<file path="src/rtl/fir_sm_fifo.sv">
// fir_sm_fifo: output buffer behind the FIR stream master.
// First-word fall-through FIFO with a 3-state frame controller.
// Also checks that tlast lands on the configured frame length.
module fir_sm_fifo #(
    parameter int pDATA_WIDTH = 32,
    parameter int pDEPTH      = 16,
    parameter int pLVL_WIDTH  = 5
) (
    input  logic                   axis_clk,
    input  logic                   axis_rst_n,
    input  logic [pDATA_WIDTH-1:0] s_tdata,
    input  logic                   s_tvalid,
    output logic                   s_tready,
    input  logic                   s_tlast,
    output logic [pDATA_WIDTH-1:0] m_tdata,
    output logic                   m_tvalid,
    input  logic                   m_tready,
    output logic                   m_tlast,
    input  logic [31:0]            cfg_data_length,
    input  logic                   cfg_clear,
    output logic [pLVL_WIDTH-1:0]  stat_level,
    output logic                   stat_full,
    output logic                   stat_empty,
    output logic [31:0]            stat_frame_cnt,
    output logic                   stat_tlast_err,
    output logic                   stat_frame_done
);

    localparam int ADDR_W = pLVL_WIDTH - 1;

    typedef enum logic [1:0] {
        IDLE  = 2'd0,
        RUN   = 2'd1,
        DRAIN = 2'd2
    } state_t;

    logic [pDATA_WIDTH:0]  mem [pDEPTH];
    logic [pLVL_WIDTH-1:0] wr_ptr, rd_ptr;
    logic [ADDR_W-1:0]     wr_addr, rd_addr;
    logic [31:0]           beat_cnt;
    state_t                state;
    logic                  empty, full, push, pop, expected_last;

    assign wr_addr = wr_ptr[ADDR_W-1:0];
    assign rd_addr = rd_ptr[ADDR_W-1:0];

    // Extra pointer MSB distinguishes full from empty when the addresses match.
    assign empty = (wr_ptr == rd_ptr);
    assign full  = (wr_ptr[ADDR_W] != rd_ptr[ADDR_W]) && (wr_addr == rd_addr);

    // Ready depends only on registered state, so no combinational path from m_tready.
    assign s_tready = !full && (state != DRAIN);
    assign m_tvalid = !empty;
    assign m_tdata  = empty ? '0 : mem[rd_addr][pDATA_WIDTH-1:0];
    assign m_tlast  = !empty && mem[rd_addr][pDATA_WIDTH];

    // A clear in the same cycle wins, so any coincident handshake is dropped.
    assign push = s_tvalid && s_tready && !cfg_clear;
    assign pop  = m_tvalid && m_tready && !cfg_clear;

    assign expected_last = ((beat_cnt + 32'd1) == cfg_data_length);

    assign stat_level = wr_ptr - rd_ptr;
    assign stat_full  = full;
    assign stat_empty = empty;

    // Sample storage: write the accepted beat at the tail.
    // NOTE: the array has no reset; the pointers alone say which entries are valid,
    // so clearing the storage would only cost flops and reset fan-out.
    always_ff @(posedge axis_clk) begin
        if (push) begin
            mem[wr_addr] <= {s_tlast, s_tdata};
        end
    end

    // Pointer update; both may advance in one cycle, leaving the level unchanged.
    // NOTE: sequential state uses non-blocking assignments so every flop samples
    // pre-edge values regardless of block ordering.
    always_ff @(posedge axis_clk or negedge axis_rst_n) begin
        if (!axis_rst_n) begin
            wr_ptr <= '0;
            rd_ptr <= '0;
        end else if (cfg_clear) begin
            wr_ptr <= '0;
            rd_ptr <= '0;
        end else begin
            if (push) wr_ptr <= wr_ptr + 1'b1;
            if (pop)  rd_ptr <= rd_ptr + 1'b1;
        end
    end

    // Input-side beat counter and sticky tlast/length mismatch flag.
    always_ff @(posedge axis_clk or negedge axis_rst_n) begin
        if (!axis_rst_n) begin
            beat_cnt       <= '0;
            stat_tlast_err <= 1'b0;
        end else if (cfg_clear) begin
            beat_cnt       <= '0;
            stat_tlast_err <= 1'b0;
        end else if (push) begin
            beat_cnt <= s_tlast ? 32'd0 : beat_cnt + 32'd1;
            if ((cfg_data_length != 32'd0) && (s_tlast != expected_last)) begin
                stat_tlast_err <= 1'b1;
            end
        end
    end

    // Frame controller plus registered completion pulse and frame counter.
    always_ff @(posedge axis_clk or negedge axis_rst_n) begin
        if (!axis_rst_n) begin
            state           <= IDLE;
            stat_frame_done <= 1'b0;
            stat_frame_cnt  <= '0;
        end else if (cfg_clear) begin
            state           <= IDLE;
            stat_frame_done <= 1'b0;
            stat_frame_cnt  <= '0;
        end else begin
            case (state)
                IDLE:    if (push) state <= s_tlast ? DRAIN : RUN;
                RUN:     if (push && s_tlast) state <= DRAIN;
                DRAIN:   if (pop && m_tlast) state <= IDLE;
                default: state <= IDLE;
            endcase
            stat_frame_done <= pop && m_tlast;
            if (pop && m_tlast) begin
                stat_frame_cnt <= stat_frame_cnt + 32'd1;
            end
        end
    end

endmodule

</file>
<file path="config.mk">
export PLATFORM = sky130hd
export DESIGN_NAME = fir_sm_fifo
export DESIGN_NICKNAME = d
export VERILOG_FILES = /design/src/rtl/fir_sm_fifo.sv
export SDC_FILE = /design/constraint.sdc
export NUM_CORES = 1
export LEC_CHECK = 0
export BUFFER_PORTS_ARGS = -buffer_cell sky130_fd_sc_hd__buf_4
export CORE_MARGIN = 3
export CORE_UTILIZATION = 38
export DETAILED_ROUTE_END_ITERATION = 10
export SLEW_MARGIN = 15
export SYNTH_ARGS = -nofsm -noshare
export SYNTH_HDL_FRONTEND = slang
export SYNTH_SLANG_ARGS = --single-unit
</file>
<file path="constraint.sdc">
create_clock -name axis_clk -period 12.6 [get_ports axis_clk]
set_input_delay 1.89 -clock axis_clk [delete_from_list [all_inputs] [get_ports axis_clk]]
set_output_delay 1.89 -clock axis_clk [all_outputs]
set_load 0.01 [all_outputs]
</file>
==> results.md, run 1 <==
STA:
- The hold violation total from the final report came to 0.
- The transition time at the pin with the least slew margin is 1.05 ns.
- The routed design could run at a clock period as short as between 6 and 7 ns.
- The headroom to the max-slew limit is 0.301.
- The final worst slack is 6.55 ns.
- The achievable clock frequency is 165 MHz.
- In the final timing run, aggregate negative setup slack is 0 ns.
- Setup violations remaining at the end of the flow were counted as 0.
- Of the available clock period, the critical path in the final layout requires 0.480.
- The number of pins exceeding their max-slew limit in the final report was 0.
- Setup repair after global routing left no endpoint under its margin.
- The setup skew after layout is 0.0202 ns.

Floorplan:
- The I/O pin count is about 150.
- The horizontal die dimension is approximately 260 um.
- The effective utilization at floorplan is 0.388.
- The area of the core region is 65200 um^2.
- The overall die area is 69700 um^2.
- The count of standard-cell rows is 93.
- The height of the die is 264 um.

Logic synthesis:
- The synthesized design contains 528 enable-type register cells.
- Of the synthesized area, sequential elements account for 0.704.
- For this run, the number of Yosys warnings is 0.
- Each instance of the synthesized netlist takes up on average between 15 and 20 um^2.
- Synthesis produced a netlist whose cell count is 1396.
- The net count of the mapped netlist is 1478.
- The total standard cell area after synthesis is 25300 um^2.
- After synthesis, the share of flip-flops with an asynchronous set or reset is 0.129.
- In this run, synthesis produced a sequential element count of 606.
- For this run, the leading register cell type out of synthesis is sky130_fd_sc_hd__edfxtp_1.
- The number of different library cells used by synthesis comes to 65.

Worst setup path:
- The cell repeated most along the worst path is sky130_fd_sc_hd__buf_4.
- The startpoint type of the worst setup path is a flop.
- Counting both buffers and inverters, the worst setup path holds a total of 3.
- STA puts the critical path data required time at ~11 ns.
- The cell type of the slowest stage on the worst timing path is sky130_fd_sc_hd__dfrtp_4.
- The cell family contributing the most delay on the critical path is buffers and inverters.
- The worst setup path is of the flop to output port kind.
- Along the worst path, the maximum fanout reaches 57.
- STA classifies the critical path endpoint as an output port.
- The maximum cell stage delay along the critical path is 0.80 ns.
- The signal on the critical path passes through buf_4, buf_4, mux4_2, mux4_2, and2_1, buf_4.
- The worst register-to-register path has a setup slack of 8.68 ns.
- Data arrives at the worst endpoint at 4.16 ns.

Power:
- The ratio of total power to cell area is between 150 and 200 nW/um^2.
- Of the total power, registers draw 0.455.
- The design draws just under 5000 uW.
- The power dissipated by switching net loads is 1140 uW.
- The proportion of power drawn by the clock network is 0.410.
- The total internal power is 3750 uW.
- Of the total power, the share spent switching nets is 0.233.
- VDD sags by at most approximately 0.00012 V.
- Of the total power, combinational logic draws 0.135.
- The leakage component of the power is 0.00991 uW.

Clock network:
- Clock tree synthesis inserted a total of a little under 70 buffers.
- After clock tree synthesis, the clock-pin slew on the worst setup and hold paths is 0.06 ns.
- The count of clock tree sinks is approximately 610.
- The H-tree depth reported by CTS is 3.
- The clock latency on the worst-skew pair is 0.60 ns.
- The number of buffers inserted for hold repair after clock tree synthesis is 0.
- The maximum buffer depth of the clock tree is 3.
- The number of buffers added for setup after CTS is 0.
- The number of instances resized during post-cts repair is 0.
- The buffer type at the clock tree root is sky130_fd_sc_hd__clkbuf_16.
- The CTS tree is built.

Final layout:
- The total non-filler cell area in the finished layout is 29700 um^2.
- The total number of nets in the final design is 1640.
- The fraction of final layout cells sized beyond drive strength 1 is 0.295.
- The number of fill cells is 5588.
- The relative area change from synthesis to final layout is 17.3%.
- For this run, the share of the core covered by cells in the final layout is 0.456.

Placement:
- Once detailed placement completed, the half-perimeter wirelength came to 31300 um.
- Prior to clock tree synthesis, the placed netlist has a worst setup slack of 7.10 ns.
- Once placement finished, the instance area stood at 27400 um^2.
- The routability-driven placement congestion ratio is around 0.85.
- The count of buffers added on input and output ports is 145.

Detailed routing:
- The routed wire length is 59200 um.
- The antenna violation net count after detailed routing is 0.
- The detailed-router iteration count before antenna repair is 6.
- For this run, design rule violations remaining after detail routing come to 0.
- Detailed routing inserted a total of 13500 vias.
- The first routing iteration left ~960 violations.
- The detail-routed net length per standard cell is between 20 and 25 um.
- In the routed layout, each cell is associated on average with a via count of 5.46.

Worst hold path:
- The path class of the tightest hold or removal check is flop to flop.

GRT:
- The global router's overall resource usage is 0.170.
- The initial antenna violation count is 3.
- The wire length of the first global-routing pass is 89000 um.
- Entering global routing, the biggest net connects ~120 pins.
- The total overflow reported by the global router is 0.
- The via count of the first global-routing pass is 13800.

Flow run:
- The tool flagged a number of max-cap violations equal to 0.

Outcome:
- The flow ran to the end, and the final reports show no timing, DRC or antenna violations.
[cell usage after synthesis (16+ instances only)]
library cell	instances	area [um^2]
sky130_fd_sc_hd__edfxtp_1	528	15900
sky130_fd_sc_hd__nand2_1	45	169
sky130_fd_sc_hd__dfrtp_1	78	1950
sky130_fd_sc_hd__nor4_1	16	100
sky130_fd_sc_hd__nor2_1	74	278
sky130_fd_sc_hd__o21ai_0	50	250
sky130_fd_sc_hd__xnor2_1	38	333
sky130_fd_sc_hd__nand4_1	32	200
sky130_fd_sc_hd__and2_1	53	332
sky130_fd_sc_hd__xor2_1	43	377
sky130_fd_sc_hd__clkbuf_1	48	180
sky130_fd_sc_hd__buf_1	16	60.1
sky130_fd_sc_hd__mux4_2	165	3720
sky130_fd_sc_hd__nand3_1	27	135
sky130_fd_sc_hd__a21oi_1	25	125
[placed cells by master, fill, tap and decap left out, types with 12 or more instances in the layout]
cell,Yosys,final
sky130_fd_sc_hd__nor2_1,74,72
sky130_fd_sc_hd__xor2_1,43,43
sky130_fd_sc_hd__clkinv_1,0,16
sky130_fd_sc_hd__and2_2,0,12
sky130_fd_sc_hd__nand4_1,32,32
sky130_fd_sc_hd__inv_1,14,14
sky130_fd_sc_hd__dfrtp_1,78,75
sky130_fd_sc_hd__o21ai_0,50,50
sky130_fd_sc_hd__a21oi_1,25,25
sky130_fd_sc_hd__clkbuf_16,0,69
sky130_fd_sc_hd__mux4_2,165,165
sky130_fd_sc_hd__xnor2_1,38,38
sky130_fd_sc_hd__edfxtp_1,528,528
sky130_fd_sc_hd__nor3_1,14,13
sky130_fd_sc_hd__nand2_1,45,45
sky130_fd_sc_hd__nand3_1,27,27
sky130_fd_sc_hd__and2_1,53,41
sky130_fd_sc_hd__nor4_1,16,15
sky130_fd_sc_hd__buf_4,2,170
[power groups by stage]
stage | sequential, uW | combinational, uW | clock, uW
2_1_floorplan | 2250 | 440 | 0
3_3_place_gp | 2270 | 671 | 0
3_5_place_dp | 2270 | 679 | 0
4_1_cts | 2230 | 681 | 2060
5_1_grt | 2230 | 718 | 2150
6_report | 2220 | 660 | 2010
[kinds of logic (layout without fill, tap and decap cells)]
kind of cell / Yosys count / in the layout / share of synthesized area
and+or+nand+nor: 318 / 318 / 0.0703
muxes: 170 / 170 / 0.149
xor gates and xnor gates: 81 / 81 / 0.0280
adders and majority gates: 12 / 12 / 0.00623
buffers and inverters: 94 / 309 / 0.0151
AOI/OAI and AO/OA: 115 / 115 / 0.0276
DFF: 606 / 606 / 0.704
other: 0 / 1 / 0
[worst paths after layout]
| path | startpoint | depth (start not counted) | to |
|---|---|---|---|
| max reg2reg | rd_ptr[1] | 11 | stat_frame_cnt[27] |
| min | state[1] | 1 | state[0] |
| min reg2reg | state[1] | 1 | state[0] |
| max in group asynchronous | axis_rst_n | 2 | rd_ptr[0] |
| max | rd_ptr[1] | 6 | m_tdata[7] |
| min in group asynchronous | axis_rst_n | 1 | beat_cnt[9] |
[registers in the layout, summed over array words and instances (netlist names)]
name / count
state: 2
beat_cnt: 32
stat_tlast_err: 1
rd_ptr: 5
mem: 528
wr_ptr: 5
stat_frame_done: 1
stat_frame_cnt: 32
[layer usage]
| metal | vias to the layer above | GRT usage | routed length, um |
|---|---|---|---|
| met1 | 7125 | 0.232 | 25700 |
| met2 | 334 | 0.282 | 29200 |
| li1 | 5917 | - | - |
| met5 | - | 0 | 33 |
| met4 | 4 | 0.0437 | 1240 |
| met3 | 99 | 0.0344 | 3060 |
[final cells by class]
cell class,instances,area [um^2],share of cell area
sequential,606,17800,0.600
multi-input combinational,696,7150,0.241
clock buffer,79,1770,0.0598
timing repair buffer,171,1300,0.0437
tap,855,1070,0.0360
clock inverter,44,515,0.0174
inverter,15,56.3,0.00190
antenna,1,2.50,0.0000843
[per-stage QoR]
stage | hold WS [ns] | instances
4_1_cts | 0.490 | 2466
3_5_place_dp | 0.478 | 2343
3_3_place_gp | 0.454 | 2343
5_1_grt | 0.503 | 2466
2_1_floorplan | 0.443 | 1396
6_report | 0.493 | 2467
Note: power is estimated with default switching activity, not from simulation.
==> run 2: changes to the inputs <==
clock period = 5.95 ns   (was 12.6 ns; I/O delays follow)
==> run 2 against run 1 <==
  * Critical path depth down 1
  * Non-clock buffer count down 9
  * Register-to-register slack worse by 6.5 ns
  * Worst hold slack worse by 0.016 ns
  * Die area unchanged
  * Sequential share of layout area up 0.24 points
  * First-iteration DRC count up 1.7%
  * Clock power up 100%
  * Flip-flop and latch count unchanged
  * Highest routed layer is now met4
==> results.md, run 2 (synthesis gave the netlist of run 1 again) <==
Worst setup path:
- The arrival time at the worst endpoint was 3.33 ns (was 4.16 ns).
- The startpoint type of the worst setup path is a flop (unchanged).
- The required time of the critical path is 5.06 ns (was 10.71 ns).
- The cell count of the worst reg-to-reg path is 9 (was 11).
- The type of the setup path with the least slack was flop to output port (unchanged).
- The largest fanout of any net on the critical path is 72 (was 57).
- The element type at the critical path end is an output port (unchanged).
- The minimum setup slack among reg-to-reg paths is 2.14 ns (was 8.68 ns).

Detailed routing:
- The average via count per standard cell came to 5.45 (was 5.46).
- The detail-routed net length per standard cell is 23.8 um (was 24.0 um).
- The routed wire length is 58500 um (was 59200 um).
- The residual DRC count was 0 (unchanged).
- The total vias in the final route is 13400 (was 13500).
- The iteration-0 DRC count of the detailed router was 979 (was 963).
- The antenna violation net count after detailed routing came to 0 (unchanged).
- The detailed-router iteration count before antenna repair is 5 (was 6).

STA:
- Unrepaired setup endpoints after global routing: false (unchanged).
- The achievable clock frequency is 237 MHz.
- Subtracting the final worst setup slack from the clock period gives between 4 and 5 ns.
- The final worst slack is 1.72 ns (was 6.55 ns).
- The headroom to the max-slew limit was 0.248 (was 0.301).
- Of the available clock period, the critical path in the final layout requires 0.710.
- The setup skew after layout is 0.0190 ns (was 0.0202 ns).
- The number of pins exceeding their max-slew limit in the final report is 0 (unchanged).
- The final count of negative-setup-slack endpoints came to 0 (unchanged).
- The hold violation total from the final report was 0 (unchanged).
- The transition time at the pin with the least slew margin came to 1.13 ns (was 1.05 ns).
- The setup TNS is 0 ns (unchanged).

Final layout:
- The total number of nets in the final design is 1631 (was 1640).
- The number of fill cells is 5560 (was 5588).
- The relative area change from synthesis to final layout is 16.8% (was 17.3%).
- The commonest non-fill, non-tap cell in the layout is sky130_fd_sc_hd__edfxtp_1 (unchanged).
- Commonest non-fill, non-tap cells in the layout: 528 x sky130_fd_sc_hd__edfxtp_1, 165 x sky130_fd_sc_hd__mux4_2, 160 x sky130_fd_sc_hd__buf_4 (was 528 x sky130_fd_sc_hd__edfxtp_1, 170 x sky130_fd_sc_hd__buf_4, 165 x sky130_fd_sc_hd__mux4_2).
- Largest registers: mem (528), beat_cnt (32), stat_frame_cnt (32) (unchanged).
- The most flop-heavy register is mem (unchanged).
- The fraction of final layout cells sized beyond drive strength 1 is 0.290 (was 0.295).
- The antenna diode count is 0 (was 1).
- The flip-flop count of the largest register after layout is 528 (unchanged).

Worst hold path:
- The class of the tightest hold or removal check is flop to flop (unchanged).
- The depth of the worst hold-timing path is 1 (unchanged).

Clock network:
- The number of buffers added for setup after CTS is 0 (unchanged).
- The CTS tree was built (unchanged).
- The number of clock buffers inserted by TritonCTS is 68 (unchanged).
- The clock latency on the worst-skew pair came to 0.60 ns (about the same).
- The number of buffers inserted for hold repair after clock tree synthesis came to 0 (unchanged).
- The H-tree depth reported by CTS is 3 (unchanged).
- The maximum buffer depth of the clock tree is 3 (unchanged).
- The clock slew at the register clock pins of the worst setup and hold paths came to 0.06 ns (about the same).
- The buffer type at the clock tree root was sky130_fd_sc_hd__clkbuf_16 (unchanged).
- The count of clock tree sinks was 606 (unchanged).
- The number of instances resized during post-cts repair is 0 (unchanged).

GRT:
- The pin count of the biggest net entering global routing is 79 (was 121).
- The wire length of the first global-routing pass is 89400 um (was 89000 um).
- The via count of the first global-routing pass is 14200 (was 13800).
- The total overflow reported by the global router is 0 (unchanged).
- The global router's overall resource usage was 0.169 (was 0.170).
- The initial antenna violation count is 0 (was 3).

Floorplan:
- The I/O pin count was 146 (unchanged).
- The horizontal die dimension came to 264 um (unchanged).
- The area of the core region came to 65200 um^2 (unchanged).
- The overall die area is 69700 um^2 (unchanged).
- The count of standard-cell rows is 93 (unchanged).
- The height of the die is 264 um (unchanged).
- The effective utilization at floorplan is 0.388 (unchanged).

Power:
- The proportion of power drawn by the clock network is 0.401 (was 0.410).
- The total chip power is 10200 uW (was 4890 uW).
- The total internal power is 7810 uW (was 3750 uW).
- The switching power share of the total came to 0.237 (was 0.233).
- The power dissipated by switching net loads was 2430 uW (was 1140 uW).
- The combinational power share is 0.139 (was 0.135).
- The ratio of total power to cell area is 346 nW/um^2 (was 165 nW/um^2).
- The leakage component of the power is 0.00984 uW (was 0.00991 uW).
- The sequential fraction of design power is 0.460 (was 0.455).
- The highest ir drop seen on vdd is 0.000190 V (was 0.000118 V).

Placement:
- The minimum setup slack after placement came to 2.14 ns (was 7.10 ns).
- The detailed-placement wirelength estimate came to 33200 um (was 31300 um).
- The count of buffers inserted at the top-level ports is 145 (unchanged).
- The routability-driven placement congestion ratio is 0.868 (was 0.854).

Outcome:
- Outcome: complete, no violations (unchanged).

Flow run:
- The number of max-cap violations is 0 (unchanged).
run 2: cell type report:
type | instances | area [um^2] | area share
multi-input cells | 696 | 7170 | 0.243
inverters | 15 | 56.3 | 0.00190
flip-flops and latches | 606 | 17800 | 0.603
repair buffers | 162 | 1250 | 0.0422
well taps | 855 | 1070 | 0.0362
clock inverters | 40 | 428 | 0.0145
clock buffers | 82 | 1780 | 0.0601
run 2: power by group through the flow:
stage / clock network [uW] / registers [uW] / logic, uW
finish: 4100 / 4700 / 1420
detailed placement: 0 / 4790 / 1470
CTS: 4200 / 4700 / 1470
global route: 4380 / 4710 / 1550
global placement: 0 / 4790 / 1460
floorplan: 0 / 4770 / 931
run 2: worst max-delay path: stages, from the launching register on:
cell,delay (ns)
sky130_fd_sc_hd__dfrtp_4,0.64
sky130_fd_sc_hd__buf_12,0.42
sky130_fd_sc_hd__mux4_2,0.64
sky130_fd_sc_hd__mux4_2,0.48
sky130_fd_sc_hd__and2_1,0.20
sky130_fd_sc_hd__buf_4,0.15
run 2: path summary, 6_finish.rpt:
kind	from	endpoint
max in group asynchronous	axis_rst_n	rd_ptr[1]
worst min-delay path	state[1]	state[0]
worst max-delay path	rd_ptr[0]	m_tdata[30]
min in group asynchronous	axis_rst_n	beat_cnt[27]
worst max register to register	wr_ptr[2]	mem[8][26]
worst min register to register	state[1]	state[0]
run 2: routing by layer:
layer | GRT usage | wire (um) | vias to the layer above
met1 | 0.228 | 25300 | 7044
met5 | 0 | 0 | -
li1 | - | - | 5911
met2 | 0.276 | 28700 | 351
met3 | 0.0372 | 3190 | 91
met4 | 0.0489 | 1370 | 0
run 2: per-stage QoR:
stage          cells  area, um^2  utilization  hold WS [ns]
3_5_place_dp    2334       27400        0.420         0.474
3_3_place_gp    2333       27300        0.419         0.452
2_1_floorplan   1396       25300            -         0.443
4_1_cts         2456       29600        0.454         0.483
5_1_grt         2456       29600        0.454         0.521
6_report        2456       29600        0.454         0.477
